[src/rtl/pipe_shifter.sv]
// pipe_shifter: pipelined SLL/SRL/SRA/ROR barrel shifter with valid/ready flow control.
// Define PIPE_SHIFTER_ZERO_FLAG_EN to add the registered o_zero result flag.
module pipe_shifter #(
  parameter int WIDTH  = 32,
  parameter int STAGES = 2
) (
  input  logic                     i_clk,
  input  logic                     i_rst,
  input  logic                     i_flush,
  input  logic                     i_valid,
  output logic                     o_ready,
  input  logic [WIDTH-1:0]         i_data,
  input  logic [$clog2(WIDTH)-1:0] i_shamt,
  input  logic [1:0]               i_mode,
  output logic                     o_valid,
  input  logic                     i_ready,
`ifdef PIPE_SHIFTER_ZERO_FLAG_EN
  output logic                     o_zero,
`endif
  output logic [WIDTH-1:0]         o_data
);

  localparam int SHW = $clog2(WIDTH);
  localparam int L   = (SHW + STAGES - 1) / STAGES;

  typedef enum logic [1:0] {
    MODE_SLL = 2'b00,
    MODE_SRL = 2'b01,
    MODE_SRA = 2'b10,
    MODE_ROR = 2'b11
  } mode_e;

  // Applies the levels owned by stage stg; level index j shifts by 2^(SHW-1-j).
  function automatic logic [WIDTH-1:0] shiftStage(
    input logic [WIDTH-1:0] d,
    input logic [SHW-1:0]   amt,
    input logic [1:0]       mode,
    input logic             sign,
    input int               stg
  );
    logic [WIDTH-1:0] acc;
    int               amount;
    acc = d;
    for (int j = 0; j < SHW; j++) begin
      if (j >= stg * L && j < (stg + 1) * L && amt[SHW-1-j]) begin
        amount = 1 << (SHW - 1 - j);
        case (mode_e'(mode))
          MODE_SLL: acc = acc << amount;
          MODE_SRL: acc = acc >> amount;
          MODE_SRA: acc = (acc >> amount) | (sign ? ~({WIDTH{1'b1}} >> amount) : '0);
          default:  acc = (acc >> amount) | (acc << (WIDTH - amount));
        endcase
      end
    end
    return acc;
  endfunction

  logic [STAGES-1:0][WIDTH-1:0] r_data;
  logic [STAGES-1:0][SHW-1:0]   r_shamt;
  logic [STAGES-1:0][1:0]       r_mode;
  logic [STAGES-1:0]            r_sign;
  logic [STAGES-1:0]            r_valid;

  logic [STAGES-1:0][WIDTH-1:0] w_inData;
  logic [STAGES-1:0][SHW-1:0]   w_inShamt;
  logic [STAGES-1:0][1:0]       w_inMode;
  logic [STAGES-1:0]            w_inSign;
  logic [STAGES-1:0]            w_inValid;
  logic [STAGES-1:0][WIDTH-1:0] w_shifted;
  logic [STAGES:0]              w_adv;

  for (genvar s = 0; s < STAGES; s++) begin : g_stage
    if (s == 0) begin : g_head
      assign w_inData[s]  = i_data;
      assign w_inShamt[s] = i_shamt;
      assign w_inMode[s]  = i_mode;
      assign w_inSign[s]  = i_data[WIDTH-1];
      assign w_inValid[s] = i_valid;
    end else begin : g_body
      assign w_inData[s]  = r_data[s-1];
      assign w_inShamt[s] = r_shamt[s-1];
      assign w_inMode[s]  = r_mode[s-1];
      assign w_inSign[s]  = r_sign[s-1];
      assign w_inValid[s] = r_valid[s-1];
    end
    assign w_shifted[s] = shiftStage(w_inData[s], w_inShamt[s], w_inMode[s], w_inSign[s], s);
  end

  // A stage may load when it is empty or its contents move on; the chain ends at i_ready.
  always_comb begin
    w_adv         = '0;
    w_adv[STAGES] = i_ready;
    for (int s = STAGES - 1; s >= 0; s--) begin
      w_adv[s] = ~r_valid[s] | w_adv[s+1];
    end
  end

  always_ff @(posedge i_clk or posedge i_rst) begin
    if (i_rst) begin
      r_valid <= '0;
      r_data  <= '0;
      r_shamt <= '0;
      r_mode  <= '0;
      r_sign  <= '0;
    end else begin
      for (int s = 0; s < STAGES; s++) begin
        if (i_flush) begin
          r_valid[s] <= 1'b0;
        end else if (w_adv[s]) begin
          r_valid[s] <= w_inValid[s];
          r_data[s]  <= w_shifted[s];
          r_shamt[s] <= w_inShamt[s];
          r_mode[s]  <= w_inMode[s];
          r_sign[s]  <= w_inSign[s];
        end
      end
    end
  end

`ifdef PIPE_SHIFTER_ZERO_FLAG_EN
  logic r_zero;

  always_ff @(posedge i_clk or posedge i_rst) begin
    if (i_rst) begin
      r_zero <= 1'b0;
    end else if (i_flush) begin
      r_zero <= 1'b0;
    end else if (w_adv[STAGES-1]) begin
      r_zero <= w_inValid[STAGES-1] && (w_shifted[STAGES-1] == '0);
    end
  end

  assign o_zero = r_zero;
`endif

  // The last stage's control fields have no consumer downstream.
  logic w_unused;
  assign w_unused = ^{r_shamt[STAGES-1], r_mode[STAGES-1], r_sign[STAGES-1]};

  assign o_ready = w_adv[0] | i_flush;
  assign o_valid = r_valid[STAGES-1];
  assign o_data  = r_data[STAGES-1];

endmodule

[config.mk]
export PLATFORM = sky130hd
export DESIGN_NAME = pipe_shifter
export DESIGN_NICKNAME = d
export VERILOG_FILES = /design/src/rtl/pipe_shifter.sv
export SDC_FILE = /design/constraint.sdc
export NUM_CORES = 1
export LEC_CHECK = 0
export BUFFER_PORTS_ARGS = -buffer_cell sky130_fd_sc_hd__buf_4
export CAP_MARGIN = 20
export CORE_UTILIZATION = 40
export CTS_BUF_LIST = sky130_fd_sc_hd__clkbuf_2 sky130_fd_sc_hd__clkbuf_4 sky130_fd_sc_hd__clkbuf_8
export CTS_CLUSTER_DIAMETER = 150
export DETAILED_ROUTE_END_ITERATION = 12
export SLEW_MARGIN = 10
export SYNTH_ARGS = -nofsm -noshare
export SYNTH_HDL_FRONTEND = slang
export SYNTH_SLANG_ARGS = --single-unit
[constraint.sdc]
create_clock -name i_clk -period 3 [get_ports i_clk]
set_clock_uncertainty 0.05 [all_clocks]
set_input_delay 0.45 -clock i_clk [delete_from_list [all_inputs] [get_ports i_clk]]
set_output_delay 0.45 -clock i_clk [all_outputs]
set_load 0.02 [all_outputs]
Word-level counts from Yosys, hierarchy flattened
Cells that the tools add are included.

operators by class
  $add $sub $neg = 0
  multipliers = 0
  divide/modulo/power cells = 0
  order comparisons = 0
  equal/unequal tests = 4
  shift-type cells = 0
  multiplexer cells = 19
  bitwise operators = 16
  reduce and logical (&&, ||, !) cells = 6

operator list
  cell                number
  $pmux 32 s3         5
  $mux 32             10
  $or 16x32->32       2
  $or 24x32->32       2
  $or 28x32->32       2
  $or 30x32->32       2
  $or 31x32->32       2
  $eq 2x1->1 const B  2
  $eq 2x2->1 const B  2
  $logic_not 2->1     2
  $mux 1              4
  $reduce_and 2->1    2
  $reduce_bool 2->1   2
  $not 1->1           3
  $or 1x1->1          3

storage, ports and cells
  register bits = 71
  bits in latches = 0
  bits in writable memories = 0
  ROM bits = 0
  bits of input ports = 44
  output and inout bits = 34
  word-level logic and storage cells = 52
  memories = 0

Logic depth before layout (Yosys ltp)
  word-level depth = 10
  mapped depth = 8
  mapped depth without buffers = 5

Least setup slack after synthesis
Ideal clock, no wire load.

  kind = input to register
  start = input i_mode[1]
  end = register r_data[26] (netlist name)
  setup time = 0.121 ns
  arrival time = 1.721 ns
  data required time = 2.829 ns
  path slack = 1.108 ns
  cell stages on the path = 7
  path buffers = 2
  path through = buf_6 > buf_6 > mux2_4 > a221o_1 > a22oi_2 > o22ai_1 > o22a_1

between the ends
  cells in the longest elaborated chain, start to end = 9
  elaborated cells on any way between the ends = 13
  those cells by class = eq/ne (2); mux (6); bitwise (4); reduce/logical (1)

ends and longest elaborated chain
  item                                      RTL line  RTL
  start: declaration                        14        input logic [1:0] i_mode,
  $eq 2x2->1, or another cell as far along  47        case (mode_e'(mode))
  $pmux 32 s3                               47
  $mux 32                                   45        if (j >= stg * L && j < (stg + 1) * L && amt[SHW-1-j]) begin
  $or 24x32->32                             51        default: acc = (acc >> amount) | (acc << (WIDTH - amount));
  $pmux 32 s3                               47
  $mux 32                                   45
  $or 28x32->32 (on tied branches)          51, 50
  $pmux 32 s3                               47
  $mux 32 (*)                               45
  end signal: indexed assignment            111       r_data[s] <= w_shifted[s];
  end: declaration                          58        logic [STAGES-1:0][WIDTH-1:0] r_data;

Mark *: on every way between the ends. The rest lies on a longest branch, timed or not.
A chain may end at the register's enable or synchronous reset.

Final worst setup path
  start = input i_shamt[4]
  end = register r_data[1] (netlist name)

between the ends
  cells in the longest elaborated chain, start to end = 7
  elaborated cells on any way between the ends = 9
  those cells by class = mux (5); bitwise (4)

ends and longest elaborated chain
  item                              RTL line  RTL
  start: declaration                13        input logic [$clog2(WIDTH)-1:0] i_shamt,
  $mux 32 (*)                       45
  $or 24x32->32 (on tied branches)  51, 50
  $pmux 32 s3                       47
  $mux 32 (*)                       45
  $or 28x32->32 (on tied branches)  51, 50
  $pmux 32 s3                       47
  $mux 32 (*)                       45

Marked as above.

==> results.py <==
metrics = {
    "sta": {
        "finalMaxSlewViolations": 0,
        "grt_setup_unrepaired": "false",
        "fin_crit_sh": 0.719,
        "maxSlewHeadroom": 0.482,
        "min_period_ns": 2.16,
        "finalSetupTns_ns": 0,
        "hold_viol": 0,
        "setup_viol": 0,
        "fmax_ghz": 0.464,
        "tightest_slew_ns": 0.776,
    },
    "route": {
        "drc": 0,
        "drtIter0Drc": 702,
        "met1_length_um": 10200,
        "ant_nets": 0,
        "drt_wl_total_um": 21300,
        "dr_wl_met3_um": 1460,
        "wl_met2_um": 9250,
        "topRoutingLayerUsed": "met4",
        "routed_via_density": 6.19,
        "dr.pass1.iters": 7,
        "vias": 6807,
        "wl_per_cell_um": 19.4,
    },
    "worst_setup_path": {
        "setup.worst_path.end_class": "register",
        "startpoint_type": "primary input",
        "critPathArrivalTime_ns": 2.39,
        "critical_path_class": "in2reg",
        "path_max_fanout": 60,
        "path_cells": "buf_4 -> o21a_1 -> a21boi_0 -> o22a_1 -> o221a_2 -> a21oi_1",
        "cp_slowest_cell": "o21a_1",
        "cp_slowest_stage_delay_ns": 0.56,
        "worstPathRequired_ns": 3.24,
    },
    "die": {
        "ioPinCount": 78,
        "die_y_um": 136,
        "die_area_sq_um": 18400,
        "start_util": 0.411,
        "rows": 48,
        "coreArea_sq_um": 17400,
        "dieWidth_um": 136,
    },
    "cells_and_area": {
        "layout.nets": 913,
        "final_core_util": 0.442,
        "drive_gt1_frac": 0.201,
        "antennaDiodeCount": 0,
        "fill_cells": 1810,
        "area_growth_pct": 7.48,
        "layout_commonest_cell": "nand2_1",
        "final_cell_mix": "122 x nand2_1, 94 x buf_4, 78 x nor2_1",
    },
    "global_route": {
        "grt_pass1_vias": 5990,
        "antenna_found_initial": 0,
        "grt.overflow.total": 0,
        "grt_max_degree": 61,
        "grt_pass1_wl_um": 34300,
        "grt_usage": 0.237,
    },
    "status": {
        "status": "complete, no violations",
    },
    "power_and_ir_drop": {
        "ir_drop_v": 0.000211,
        "p_per_area_nw_per_um2": 469,
        "power_leakage_uw": 0.00305,
    },
    "logic_synthesis": {
        "netlist_area_sq_um": 7160,
        "ys_ff_latch": 71,
        "synth_ff_type": "dfrtp_1",
        "yosysSeqAreaShare": 0.248,
        "synth_cells": 885,
        "ys_types": 75,
        "synth_edf_count": 0,
        "syn_nets": 929,
        "avgSynthCellArea_sq_um": 8.09,
        "yosys_warnings": 0,
        "synthArstFlopShare": 1.00,
    },
    "place": {
        "gp_congestion": 0.893,
        "dp_hpwl_um": 15100,
        "io_buffers": 77,
    },
    "run": {
        "maxCapViolations": 0,
    },
    "clock_tree": {
        "insertion_delay_ns": 0.36,
        "htree_num_levels": 3,
        "ctsResizeCount": 0,
        "numCtsBuffers": 9,
        "cts_tree": "yes",
        "hold_buffers": 0,
        "post_cts_buffers": 0,
        "cts_root_buffer": "clkbuf_8",
        "cts.clk_slew.worst_paths_ns": 0.07,
        "cts_num_sinks": 71,
        "cts_buffer_depth": 2,
    },
    "worst_hold_path": {
        "hold_class": "in2async",
    },
}
## synth_stat cells (5+ instances only)
master / count / share of area
a221oi_1: 5 / 0.0061
buf_4: 41 / 0.043
o22ai_1: 10 / 0.0087
nand3_1: 19 / 0.013
nand4_1: 8 / 0.0070
and3_1: 6 / 0.0052
mux4_2: 26 / 0.082
clkbuf_1: 45 / 0.024
mux2_2: 7 / 0.011
a21oi_1: 58 / 0.041
buf_6: 9 / 0.014
a311oi_1: 31 / 0.038
a21boi_0: 5 / 0.0052
inv_1: 7 / 0.0037
nand2b_1: 16 / 0.014
a211o_1: 8 / 0.0098
o22a_1: 16 / 0.020
nand2_1: 122 / 0.064
or3b_1: 6 / 0.0073
nor2_1: 80 / 0.042
a221o_1: 7 / 0.0098
a31oi_1: 10 / 0.0087
o221ai_1: 8 / 0.0098
o21ai_0: 52 / 0.036
dfrtp_1: 71 / 0.25
o21a_1: 7 / 0.0073
buf_2: 27 / 0.019
a32oi_1: 5 / 0.0061
o21ai_1: 30 / 0.021
mux2i_1: 29 / 0.041
o31ai_1: 5 / 0.0052
nor2b_1: 16 / 0.014
o211ai_1: 9 / 0.0094
## where the power goes
group	total, uW	switching (uW)	internal [uW]
registers	1370	246	1120
clock network	789	368	421
logic	1450	790	663
## layout make-up
cell class | instances | area, sq um | area share
timing repair buffer | 97 | 766 | 0.0995
tap | 225 | 282 | 0.0366
multi-input combinational | 681 | 4640 | 0.603
clock inverter | 4 | 45.0 | 0.00585
clock buffer | 12 | 153 | 0.0198
sequential | 71 | 1780 | 0.231
inverter | 9 | 33.8 | 0.00439
## worst max-delay path: cells and delay by family
kind                   cells  cell delay, ns
AO/OA/AOI/OAI              5            1.46
buffers and inverters      1            0.46
## worst paths after layout
| kind | depth (start not counted) | slack, ns | start | end |
|---|---|---|---|---|
| min | 2 | 0.18 | i_rst | o_data[29] |
| max reg2reg | 6 | 0.86 | r_mode[1] | o_data[31] |
| min reg2reg | 2 | 0.44 | o_data[29] | o_data[29] |
| max in group asynchronous | 3 | 2.05 | i_rst | r_shamt[1] |
| min in group i_clk | 2 | 0.22 | i_flush | r_valid[1] |
| max | 6 | 0.84 | i_shamt[4] | r_data[1] |
## registers in the layout (all words and copies together) (netlist names)
| register | cells |
|---|---|
| r_sign | 1 |
| r_data | 32 |
| r_mode | 2 |
| r_valid | 2 |
| o_data | 32 |
| r_shamt | 2 |
## through the flow
step                      hold slack [ns]  cells  setup slack (ns)  power (uW)  instance area, sq um
final                               0.183   1099             0.843        3610                  7700
after global routing                0.225   1099             0.659        3840                  7700
after CTS                           0.210   1099             0.853        3630                  7700
after detailed placement            0.426   1083             0.516        2830                  7500
after global placement              0.419   1083             0.547        2820                  7500
after floorplan                     0.401    885             0.703        2480                  7160
## kinds of logic (layout without fill, tap and decap cells)
group,count (synthesis),count (layout),share of synthesized area
AOI/OAI and AO/OA,318,318,0.314
buffers and inverters,133,122,0.106
DFF,71,71,0.248
muxes,67,67,0.142
and+or+nand+nor,296,296,0.190
## metal layers
layer | track usage | vias to the layer above
li1 | - | 3267
met1 | 0.366 | 3237
met2 | 0.341 | 272
met3 | 0.0209 | 31
met4 | 0.0768 | 0
met5 | 0 | -
Power figures use the tool's default switching activity.
